**src/rtl/led_pkg.sv**
```systemverilog
// Shared constants for the seven-segment scan driver: glyph table,
// display-source encodings and the all-dark patterns.
package led_pkg;

  // Display source encodings on disp_sel
  localparam logic [1:0] SEL_LED     = 2'd0;
  localparam logic [1:0] SEL_TOTAL   = 2'd1;
  localparam logic [1:0] SEL_CONDI   = 2'd2;
  localparam logic [1:0] SEL_UNCONDI = 2'd3;

  // Everything off on a common-anode display
  localparam logic [7:0] SEG_OFF = 8'hFF;
  localparam logic [7:0] AN_OFF  = 8'hFF;

  // Active-low gfedcba glyphs for hex digits 0..F
  localparam logic [6:0] HEX7_TABLE [0:15] = '{
    7'h40, 7'h79, 7'h24, 7'h30,
    7'h19, 7'h12, 7'h02, 7'h78,
    7'h00, 7'h10, 7'h08, 7'h03,
    7'h46, 7'h21, 7'h06, 7'h0E
  };

endpackage

```
**src/rtl/hex_to_seg7.sv**
```systemverilog
// Combinational hex nibble to active-low seven-segment glyph.
module hex_to_seg7
  import led_pkg::*;
(
  input  logic [3:0] nibble,
  output logic [6:0] seg
);

  assign seg = HEX7_TABLE[nibble];

endmodule

```
**src/rtl/led_scan_driver.sv**
```systemverilog
// Scans a once-per-frame snapshot of one of four 32-bit core values onto
// an 8-digit common-anode display. The decimal point of digit N is lit when
// source N is the one being shown.
module led_scan_driver
  import led_pkg::*;
#(
  parameter int CLK_DIV      = 4096,
  parameter int BLANK_CYCLES = 16,
  parameter int DIGITS       = 8
)
(
  input  logic        clk,
  input  logic        rst,
  input  logic [31:0] led_data_in,
  input  logic [31:0] total_cycles,
  input  logic [31:0] condi_branch_num,
  input  logic [31:0] uncondi_branch_num,
  input  logic [1:0]  disp_sel,
  input  logic        freeze,
  output logic [7:0]  seg_out,
  output logic [7:0]  an_out
);

  localparam int CNT_W = (CLK_DIV > 1) ? $clog2(CLK_DIV) : 1;
  localparam int IDX_W = $clog2(DIGITS);

  logic [CNT_W-1:0] cnt;
  logic [IDX_W-1:0] idx;
  logic [31:0]      snapshot;
  logic [1:0]       shown_sel;

  logic             slot_end;
  logic             frame_end;
  logic             blank;
  logic             dp_n;
  logic [31:0]      source;
  logic [3:0]       nibble;
  logic [6:0]       glyph;

  assign slot_end  = (cnt == CNT_W'(CLK_DIV - 1));
  assign frame_end = slot_end && (idx == IDX_W'(DIGITS - 1));
  // Leading part of every slot is dark so the previous digit never ghosts
  assign blank     = (cnt < CNT_W'(BLANK_CYCLES));
  assign nibble    = 4'(snapshot >> {idx, 2'b00});
  assign dp_n      = (idx != IDX_W'(shown_sel));

  hex_to_seg7 u_hex (
    .nibble (nibble),
    .seg    (glyph)
  );

  // Pick the live value that would be captured at the next frame boundary
  always_comb begin
    source = led_data_in;
    case (disp_sel)
      SEL_LED:     source = led_data_in;
      SEL_TOTAL:   source = total_cycles;
      SEL_CONDI:   source = condi_branch_num;
      SEL_UNCONDI: source = uncondi_branch_num;
      default:     source = led_data_in;
    endcase
  end

  // Prescaler and digit index: one slot per CLK_DIV cycles
  always_ff @(posedge clk or negedge rst) begin
    if (!rst) begin
      cnt <= '0;
      idx <= '0;
    end else begin
      cnt <= slot_end ? '0 : cnt + CNT_W'(1);
      if (slot_end) begin
        idx <= frame_end ? '0 : idx + IDX_W'(1);
      end
    end
  end

  // Snapshot only at frame boundaries so a number is never torn mid-frame
  always_ff @(posedge clk or negedge rst) begin
    if (!rst) begin
      snapshot  <= 32'h0;
      shown_sel <= SEL_LED;
    end else if (frame_end && !freeze) begin
      snapshot  <= source;
      shown_sel <= disp_sel;
    end
  end

  // Registered pin drivers, one cycle behind the scan state
  always_ff @(posedge clk or negedge rst) begin
    if (!rst) begin
      an_out  <= AN_OFF;
      seg_out <= SEG_OFF;
    end else if (blank) begin
      an_out  <= AN_OFF;
      seg_out <= SEG_OFF;
    end else begin
      an_out  <= ~(8'b1 << idx);
      seg_out <= {dp_n, glyph};
    end
  end

endmodule

```
**config.mk**
```make
export PLATFORM = sky130hd
export DESIGN_NAME = led_scan_driver
export DESIGN_NICKNAME = d
export VERILOG_FILES = /design/src/rtl/led_pkg.sv /design/src/rtl/hex_to_seg7.sv /design/src/rtl/led_scan_driver.sv
export SDC_FILE = /design/constraint.sdc
export NUM_CORES = 1
export LEC_CHECK = 0
export CAP_MARGIN = 5
export CORE_MARGIN = 2
export CORE_UTILIZATION = 48
export CTS_CLUSTER_DIAMETER = 150
export DETAILED_ROUTE_END_ITERATION = 6
export PLACE_DENSITY = 0.85
export RECOVER_POWER = 25
export SETUP_SLACK_MARGIN = 0.4
export SLEW_MARGIN = 20
export SYNTH_ARGS = -nofsm -noshare
export SYNTH_HDL_FRONTEND = slang
export SYNTH_SLANG_ARGS = --single-unit
```
**constraint.sdc**
```tcl
create_clock -name clk -period 3.2 [get_ports clk]
set_clock_uncertainty 0.05 [all_clocks]
set_input_delay 0.64 -clock clk [delete_from_list [all_inputs] [get_ports clk]]
set_output_delay 0.64 -clock clk [all_outputs]
set_load 0.01 [all_outputs]
```
Word-level counts from Yosys, hierarchy flattened
Memories as Yosys holds them, arrays and structs flattened.
Cells that the tools add are included.
{"block": "classes", "add_sub_neg": 2, "order_cmp": 2, "n_eq_ne": 6, "shift": 2, "mux": 7, "n_bitwise": 2, "n_reduce_logical": 4}
{"op": "$pmux 32 s4", "n": 1}
{"op": "$shr 32x5->4", "n": 1}
{"op": "$mux 8", "n": 2}
{"op": "$mux 7", "n": 2}
{"op": "$add 12x1->12 const B", "n": 1}
{"op": "$eq 12x12->1 const B", "n": 1}
{"op": "$lt 12x5->1 const B", "n": 1}
{"op": "$mux 12", "n": 1}
{"op": "$not 8->8", "n": 1}
{"op": "$shl 1x3->8 const A", "n": 1}
{"op": "$ge 5x5->1 const B", "n": 1}
{"op": "$not 4->5", "n": 1}
{"op": "$eq 2x2->1 const B", "n": 2}
{"op": "$add 3x1->3 const B", "n": 1}
{"op": "$eq 3x3->1 const B", "n": 1}
{"op": "$mux 3", "n": 1}
{"op": "$ne 3x2->1", "n": 1}
{"op": "$eq 2x1->1 const B", "n": 1}
{"op": "$logic_and 1x1->1", "n": 2}
{"op": "$logic_not 2->1", "n": 1}
{"op": "$logic_not 1->1", "n": 1}
{"block": "word_totals", "register_bits": 65, "rom_bits": 112, "input_bits": 133, "out_inout_bits": 16, "mem_count": 1}
{"memory": "(no name shown)", "depth": 16, "word_bits": 7, "rd": 1, "rd_clocked_by_memory_dff": 0, "wr": 0, "line_no": "hex_to_seg7.sv:9", "source": "assign seg = HEX7_TABLE[nibble];"}

Logic depth before layout (Yosys ltp)
Gate-level depths: netlist (run 1).
{"block": "depth", "ltp_word": 6, "ltp_mapped": 10}

Hierarchy
Synthesis (run 1) repeated with hierarchy kept, for this count alone.
{"block": "hier_totals", "hier_cells": 273, "hier_area_um2": 3998.8}
{"module": "led_scan_driver", "n_inst": 1, "cells_each": 240, "area_each_um2": 3724.8, "seq_area_each_um2": 1646.6}
{"module": "hex_to_seg7", "n_inst": 1, "cells_each": 33, "area_each_um2": 274.0, "seq_area_each_um2": 0.0}

Least setup slack after synthesis (run 1)
No wires, ideal clock.
{"block": "synth_timing", "kind": "in2reg", "from": "input disp_sel[0]", "to": "register snapshot[18]", "setup_ns": 0.125, "t_arrival_ns": 2.116, "required_time_ns": 3.025, "slack_ns": 0.910, "stages": 4, "path_buffers": 2, "cell_sequence": "buf_4 -> buf_1 -> mux4_2 -> mux2_2"}
{"block": "synth_between", "elab_chain_len": 2, "elab_cells_between_ends": 5, "cone_classes": "eq/ne (3); mux (1); reduce/logical (1)"}
{"item": "start, declared", "line_no": "led_scan_driver.sv:18", "source": "input logic [1:0] disp_sel,"}
{"item": "$eq 2x2->1, or another cell as far along", "line_no": "led_scan_driver.sv:55", "source": "case (disp_sel)"}
{"item": "$pmux 32 s4 *", "line_no": "led_scan_driver.sv:55"}
{"item": "end signal, assigned", "line_no": "led_scan_driver.sv:83", "source": "snapshot <= source;"}
{"item": "end, declared", "line_no": "led_scan_driver.sv:29", "source": "logic [31:0] snapshot;"}
Mark *: on every way between the ends. The rest lies on a longest branch, timed or not.
A chain may end at the register's enable or synchronous reset.

Worst setup path in the final report (run 1)
{"block": "layout_timing", "from": "register idx[0]", "to": "register seg_out[0]"}
{"block": "layout_between", "elab_chain_len": 6}
{"item": "start, declared", "line_no": "led_scan_driver.sv:28", "source": "logic [IDX_W-1:0] idx;"}
{"item": "start signal, assigned", "line_no": "led_scan_driver.sv:72", "source": "idx <= frame_end ? '0 : idx + IDX_W'(1);"}
{"item": "$shr 32x5->4", "line_no": "led_scan_driver.sv:44", "source": "assign nibble = 4'(snapshot >> {idx, 2'b00});"}
{"item": "$not 4->5 (not written as such)", "line_no": "hex_to_seg7.sv:9"}
{"item": "$mem_v2 16x7"}
{"item": "$mux 7 (not written as such) (2 in series)", "line_no": "hex_to_seg7.sv:9"}
{"item": "$mux 8", "line_no": "led_scan_driver.sv:93", "source": "end else if (blank) begin"}
{"item": "end signal, assigned", "line_no": "led_scan_driver.sv:98", "source": "seg_out <= {dp_n, glyph};"}
{"item": "end, declared", "line_no": "led_scan_driver.sv:20", "source": "output logic [7:0] seg_out,"}
Every way passes these cells. The select of a mux whose other input is x is not followed.

==> flow_metrics.tcl, run 1 <==
set metrics [dict create \
    track_usage_pct 20.8 \
    powerDensity_nw_per_um2 338 \
    ys_seq_area_share_pct 42.9 \
    worst-path-max-fanout 11 \
    setup_violations 0 \
    cts_tree "done" \
    clock_latency_ps 350 \
    period_needed_ps 2540 \
    p_int_w 0.00151 \
    tightestPinTransition_ps 1500 \
    dieWidth_um 93.4 \
    synth.avg_cell_area_um2 14.2 \
    grt_pass1_wl_um 13800 \
    synth_most_common_cell "dfrtp_1" \
    period_share_pct 79.4 \
    yosysWarnings 0 \
    grt_overflow 0 \
    arrival_ps 2760 \
    cts_resized 0 \
    vias_per_cell 5.46 \
    worst_setup_path_start_kind "flip-flop" \
    routed-via-count 2866 \
    syn2layout_area_growth_pct 46.0 \
    finalHoldViolCount 0 \
    antenna_found_initial 0 \
    drv_cap 1 \
    pwr-share-comb_pct 14.4 \
    ys_seq_elements 65 \
    switching_share_pct 20.5 \
    n_antenna_cell 0 \
    synth_compound_area_share_pct 4.07 \
    row_count 32 \
    grt_max_degree 66 \
    first_global_vias 2978 \
    post-place-ws_ps 675 \
    synthFlopType "dfrtp_1" \
    synth_area_um2 3840 \
    synth_area_leaders "dfrtp_1, mux4_2, mux2_2" \
    place.port_buffers 148 \
    synth-adder-area-share_pct 4.24 \
    root_buffer "clkbuf_8" \
    endpoint_kind "flip-flop" \
    fmax_ghz 0.394 \
    fin_util_pct 72.6 \
    p_clk_share_pct 42.3 \
    max_slew_margin_pct -0.0745 \
    hold_class "reg2reg" \
    setup_tns_ps 0 \
    routed_wl_um 8500 \
    syn_inst 271 \
    core-area_um2 7730 \
    synth_top_area_share_pct 31.9 \
    synth-simple-area-share_pct 6.88 \
    cts_hold_buf 0 \
    place.gp.congestion 0.807 \
    initialDrtViolationCount 125 \
    slew_violations 65 \
    yosys-mux-area-fraction_pct 35.4 \
    wire_per_inst_um 16.2 \
    synth_top_family_by_area "multiplexers" \
    rsz0062_at_grt "false" \
    cts_setup_buffers 0 \
    violations "capacitance limit, slew limit" \
    setup_ws_ps 660 \
    drt_pass1_iterations 4 \
    cts_made_buffers 9 \
    syn_nets 417 \
    fp.dieH_um 93.4 \
    synth_top_cell_by_area "dfrtp_1" \
    initial_core_util_pct 49.7 \
    drtAntennaViolNets 0 \
    dieArea_um2 8730 \
    whs_ps 449 \
    seq_power_share_pct 43.4 \
    pin_count 149 \
    yosys-top-cells-count "dfrtp_1, mux2_2, mux4_2" \
    cp.required_ps 3420 \
    status "finished, violations left" \
    fillers 502 \
    p_leak_nw 2.33 \
    clock_path_buffers 2 \
    layout.nets 564 \
    synth_edf_count 0 \
    finalInstanceArea_um2 5610 \
    synth-xor-area-share_pct 2.74 \
    path_clk_slew_ps 80 \
    ir_drop_mv 0.196 \
    drc 0 \
    synthArstFlopShare_pct 100 \
    place_area_um2 5380 \
    dpl.hpwl_um 6640 \
    htree_levels 3 \
    synth.distinct_cells 43 \
    clock_sinks 65 \
    crit_type "reg2reg" \
    drive_gt1_share_pct 26.7 \
    switching_power_w 0.000389 \
]
-- flip-flops by register name, indices dropped and copies added (netlist names) --
signal     cells
an_out         8
cnt           12
idx            3
seg_out        8
shown_sel      2
snapshot      32
-- cells in the final DEF (no fill, tap or decap), types with 2 or more instances in the layout --
cell type	count
dfrtp_1	49
ha_1	13
clkbuf_8	11
buf_4	4
mux2_2	39
a21oi_1	3
clkinvlp_4	2
nor2_1	11
and3_1	2
xnor2_1	8
xor2_1	4
nand3_1	11
nor2b_1	2
mux2i_1	7
nand4_1	2
nor4_1	2
nand2_1	14
o21ai_0	3
dfstp_2	16
mux4_1	4
bufinv_16	2
and4_1	2
buf_2	2
o221ai_1	4
mux4_2	32
clkdlybuf4s50_1	146
inv_1	8
-- kinds of logic after synthesis --
| family | after synthesis |
|---|---|
| AO/OA/AOI/OAI | 20 |
| XOR/XNOR | 12 |
| adder cells (fa/ha/maj) | 13 |
| buffers and inverters | 26 |
| flip-flops | 65 |
| multiplexers | 83 |
| AND/OR/NAND/NOR | 52 |
-- cell type report --
class	count	area (um2)	area share (%)
clock buffer	12	155	2.77
clock inverter	4	75.1	1.34
inverter	8	30.0	0.536
multi-input combinational	180	2050	36.5
sequential	65	1650	29.4
tap	102	128	2.28
timing repair buffer	154	1530	27.2
-- critical path, cell delays in order (launching register included) --
cell,delay (ps)
dfrtp_1,540
buf_4,280
mux2_2,370
o22ai_1,110
a221o_1,240
inv_1,140
ha_1,280
nor4b_1,360
a311oi_1,80
-- through the flow --
stage | power (W) | instances
final | 0.00190 | 525
after CTS | 0.00191 | 525
after detailed placement | 0.00111 | 509
after global routing | 0.00196 | 525
after global placement | 0.00111 | 509
after floorplan | 0.000925 | 271
-- per-layer routing --
metal	up-vias	wire [um]	part of all wire (%)	GRT usage, %
met5	-	0	0	0
met4	0	183	2.2	9.31
met3	15	566	6.7	5.64
met2	111	4380	52	35.0
met1	1409	3360	40	25.1
li1	1331	-	-	-
-- power by group through the flow --
| stage | sequential (W) | clock [W] | combinational, W |
|---|---|---|---|
| finish | 0.000822 | 0.000802 | 0.000272 |
| global route | 0.000822 | 0.000849 | 0.000292 |
| CTS | 0.000822 | 0.000814 | 0.000278 |
| detailed placement | 0.000837 | 0 | 0.000278 |
| global placement | 0.000837 | 0 | 0.000274 |
| floorplan | 0.000837 | 0 | 0.0000874 |
-- path summary, 6_finish.rpt --
path                                                  to  cells past startpoint               start  slack (ps)
worst min-delay path                   cnt[10]$_DFF_PN0_                      1   cnt[10]$_DFF_PN0_         450
worst min register to register         cnt[10]$_DFF_PN0_                      1   cnt[10]$_DFF_PN0_         450
worst max register to register      seg_out[0]$_DFF_PN1_                      8  idx[0]$_DFFE_PN0N_         660
max in group asynchronous       snapshot[24]$_DFFE_PN0P_                      2                 rst        1510
worst max-delay path                seg_out[0]$_DFF_PN1_                      8  idx[0]$_DFFE_PN0N_         660
min in group asynchronous               cnt[2]$_DFF_PN0_                      2                 rst         700
No activity file was read; power rests on OpenSTA's default activity.
==> run 2, diff against run 1 <==
--- a/config.mk
+++ b/config.mk
@@ -7,10 +7,10 @@
 export LEC_CHECK = 0
 export CAP_MARGIN = 5
 export CORE_MARGIN = 2
-export CORE_UTILIZATION = 48
+export CORE_UTILIZATION = 40
 export CTS_CLUSTER_DIAMETER = 150
 export DETAILED_ROUTE_END_ITERATION = 6
-export PLACE_DENSITY = 0.85
+export PLACE_DENSITY = 0.75
 export RECOVER_POWER = 25
 export SETUP_SLACK_MARGIN = 0.4
 export SLEW_MARGIN = 20
==> constraint.sdc (replaced) <==
create_clock -name clk -period 2.3 [get_ports clk]
set_clock_uncertainty 0.05 [all_clocks]
set_input_delay 0.46 -clock clk [delete_from_list [all_inputs] [get_ports clk]]
set_output_delay 0.46 -clock clk [all_outputs]
set_load 0.01 [all_outputs]
==> flow_metrics.tcl, run 2 (synthesis results as in run 1) <==
set metrics [dict create \
    status "finished, violations left" \
    violations "capacitance limit, slew limit" \
    setup_violations 0 \
    cts_made_buffers 9 \
    reg2reg_from "idx[0]$_DFFE_PN0N_" \
    fp.dieH_um 102 \
    worst-path-max-fanout 6 \
    rsz0062_at_grt "true" \
    final_cells 578 \
    endpoint_kind "flip-flop" \
    p_leak_nw 2.49 \
    holdPathStages 1 \
    place_inst 543 \
    mostFrequentLayoutCell "clkdlybuf4s50_1" \
    first_global_vias 3141 \
    fin_util_pct 65.0 \
    grt_overflow 0 \
    drt_pass1_iterations 4 \
    reg2reg_to "seg_out[3]$_DFF_PN1_" \
    fillers 725 \
    drv_cap 1 \
    critPathSlowestCell "mux4_2" \
    max_slew_margin_pct -3.79 \
    dieWidth_um 102 \
    routed_wl_um 10300 \
    ir_drop_mv 0.189 \
    routed-via-count 3006 \
    path_clk_slew_ps 60 \
    clock_latency_ps 360 \
    slowest_delay_ps 480 \
    place.port_buffers 148 \
    clock_path_buffers 2 \
    place.gp.congestion 0.803 \
    crit_buf_inv 3 \
    finalHoldViolCount 0 \
    row_count 35 \
    worstHoldStart "snapshot[15]$_DFFE_PN0P_" \
    dieArea_um2 10400 \
    antenna_found_initial 0 \
    period_share_pct 93.3 \
    period_needed_ps 2150 \
    root_buffer "clkbuf_8" \
    layout.nets 590 \
    path_cells "buf_6, mux4_2, mux2_4, inv_6, ha_4, inv_2, nand3_2, o211a_1, o21ai_1" \
    largest_reg_flops 32 \
    hold_end "snapshot[15]$_DFFE_PN0P_" \
    drive_gt1_share_pct 36.1 \
    cpLargestDelayFamily "multiplexers" \
    hold_class "reg2reg" \
    finalInstanceArea_um2 6040 \
    syn2layout_area_growth_pct 57.2 \
    vias_per_cell 5.20 \
    arrival_ps 2380 \
    track_usage_pct 20.0 \
    ff2ff_path_depth 9 \
    slew_violations 66 \
    drtAntennaViolNets 0 \
    final_cell_mix "clkdlybuf4s50_1, dfrtp_1, mux2_2" \
    fmax_ghz 0.466 \
    drc 0 \
    htree_levels 3 \
    cp.required_ps 2540 \
    wire_per_inst_um 17.8 \
    reg_top3 "snapshot: 32 flops, cnt: 12 flops" \
    initial_core_util_pct 41.4 \
    cts_tree "done" \
    clock_sinks 65 \
    n_antenna_cell 0 \
    crit_type "reg2reg" \
    cts_hold_buf 0 \
    worst_setup_path_start_kind "flip-flop" \
    place_area_um2 5520 \
    cp-startpoint "idx[0]$_DFFE_PN0N_" \
    worst-r2r-setup-slack_ps 150 \
    core-area_um2 9280 \
    dpl.hpwl_um 7430 \
    largest_register "snapshot" \
    initialDrtViolationCount 107 \
    grt_pass1_wl_um 15500 \
    setup_tns_ps 0 \
    tightestPinTransition_ps 1560 \
    pin_count 149 \
    grt_max_degree 66 \
    powerDensity_nw_per_um2 398 \
]
run 2: cell types whose count changed in the layout (fill, tap and decap cells not counted), sizes merged:
| cell | delta |
|---|---|
| bufinv | -2 |
| clkinvlp | -2 |
| clkbuf | +8 |
| buf | +22 |
| clkdlybuf4s50 | -16 |
| dlygate4sd2 | +16 |
run 2: worst reg2reg max path, delay by kind of cell, from the launching register on:
kind / cells / cell delay, ps
mux: 2 / 820
simple gates: 1 / 60
fa+ha+maj: 1 / 210
compound gates: 2 / 260
buf+inv: 3 / 300
flops: 1 / 380
run 2: routing by layer:
metal,routed length [um],global-route usage (%)
met1,3960,24.0
met2,5490,34.6
met3,660,6.02
met4,152,6.77
met5,0,0
run 2: report_power, final:
group          switching (W)  internal, W
Sequential                 0      0.00114
Clock               0.000418     0.000453
Combinational       0.000101     0.000288
run 2: layout make-up:
| type | count | area [um2] | share of cell area (%) |
|---|---|---|---|
| inverter | 8 | 37.5 | 0.622 |
| multi-input combinational | 180 | 2190 | 36.3 |
| clock buffer | 16 | 170 | 2.82 |
| tap | 129 | 161 | 2.67 |
| sequential | 65 | 1650 | 27.3 |
| timing repair buffer | 180 | 1830 | 30.3 |
run 2: how the worst max path moves through the flow:
stage / cells after the start / slack (ps) / endpoint
floorplan: 9 / 240 / seg_out[3]$_DFF_PN1_
global placement: 9 / 210 / seg_out[3]$_DFF_PN1_
detailed placement: 9 / 160 / seg_out[3]$_DFF_PN1_
CTS: 9 / 210 / seg_out[3]$_DFF_PN1_
global route: 9 / 60 / seg_out[3]$_DFF_PN1_
finish: 9 / 150 / seg_out[3]$_DFF_PN1_
run 2: what timing repair did:
action                                  4_1_cts  5_1_grt
gates cloned                                  1        4
buffers inserted                              5        9
resized for setup                            26       25
pin swaps                                     1       11
endpoints found under the setup margin       57       41
endpoints found under the hold margin         0        0
run 2: metrics by stage:
| step | setup slack (ps) | hold slack (ps) | power, W |
|---|---|---|---|
| after global placement | 207 | 436 | 0.00156 |
| after floorplan | 235 | 114 | 0.00129 |
| after global routing | 63.7 | 471 | 0.00250 |
| after CTS | 211 | 64.8 | 0.00243 |
| final | 155 | 449 | 0.00240 |
| after detailed placement | 159 | 440 | 0.00156 |
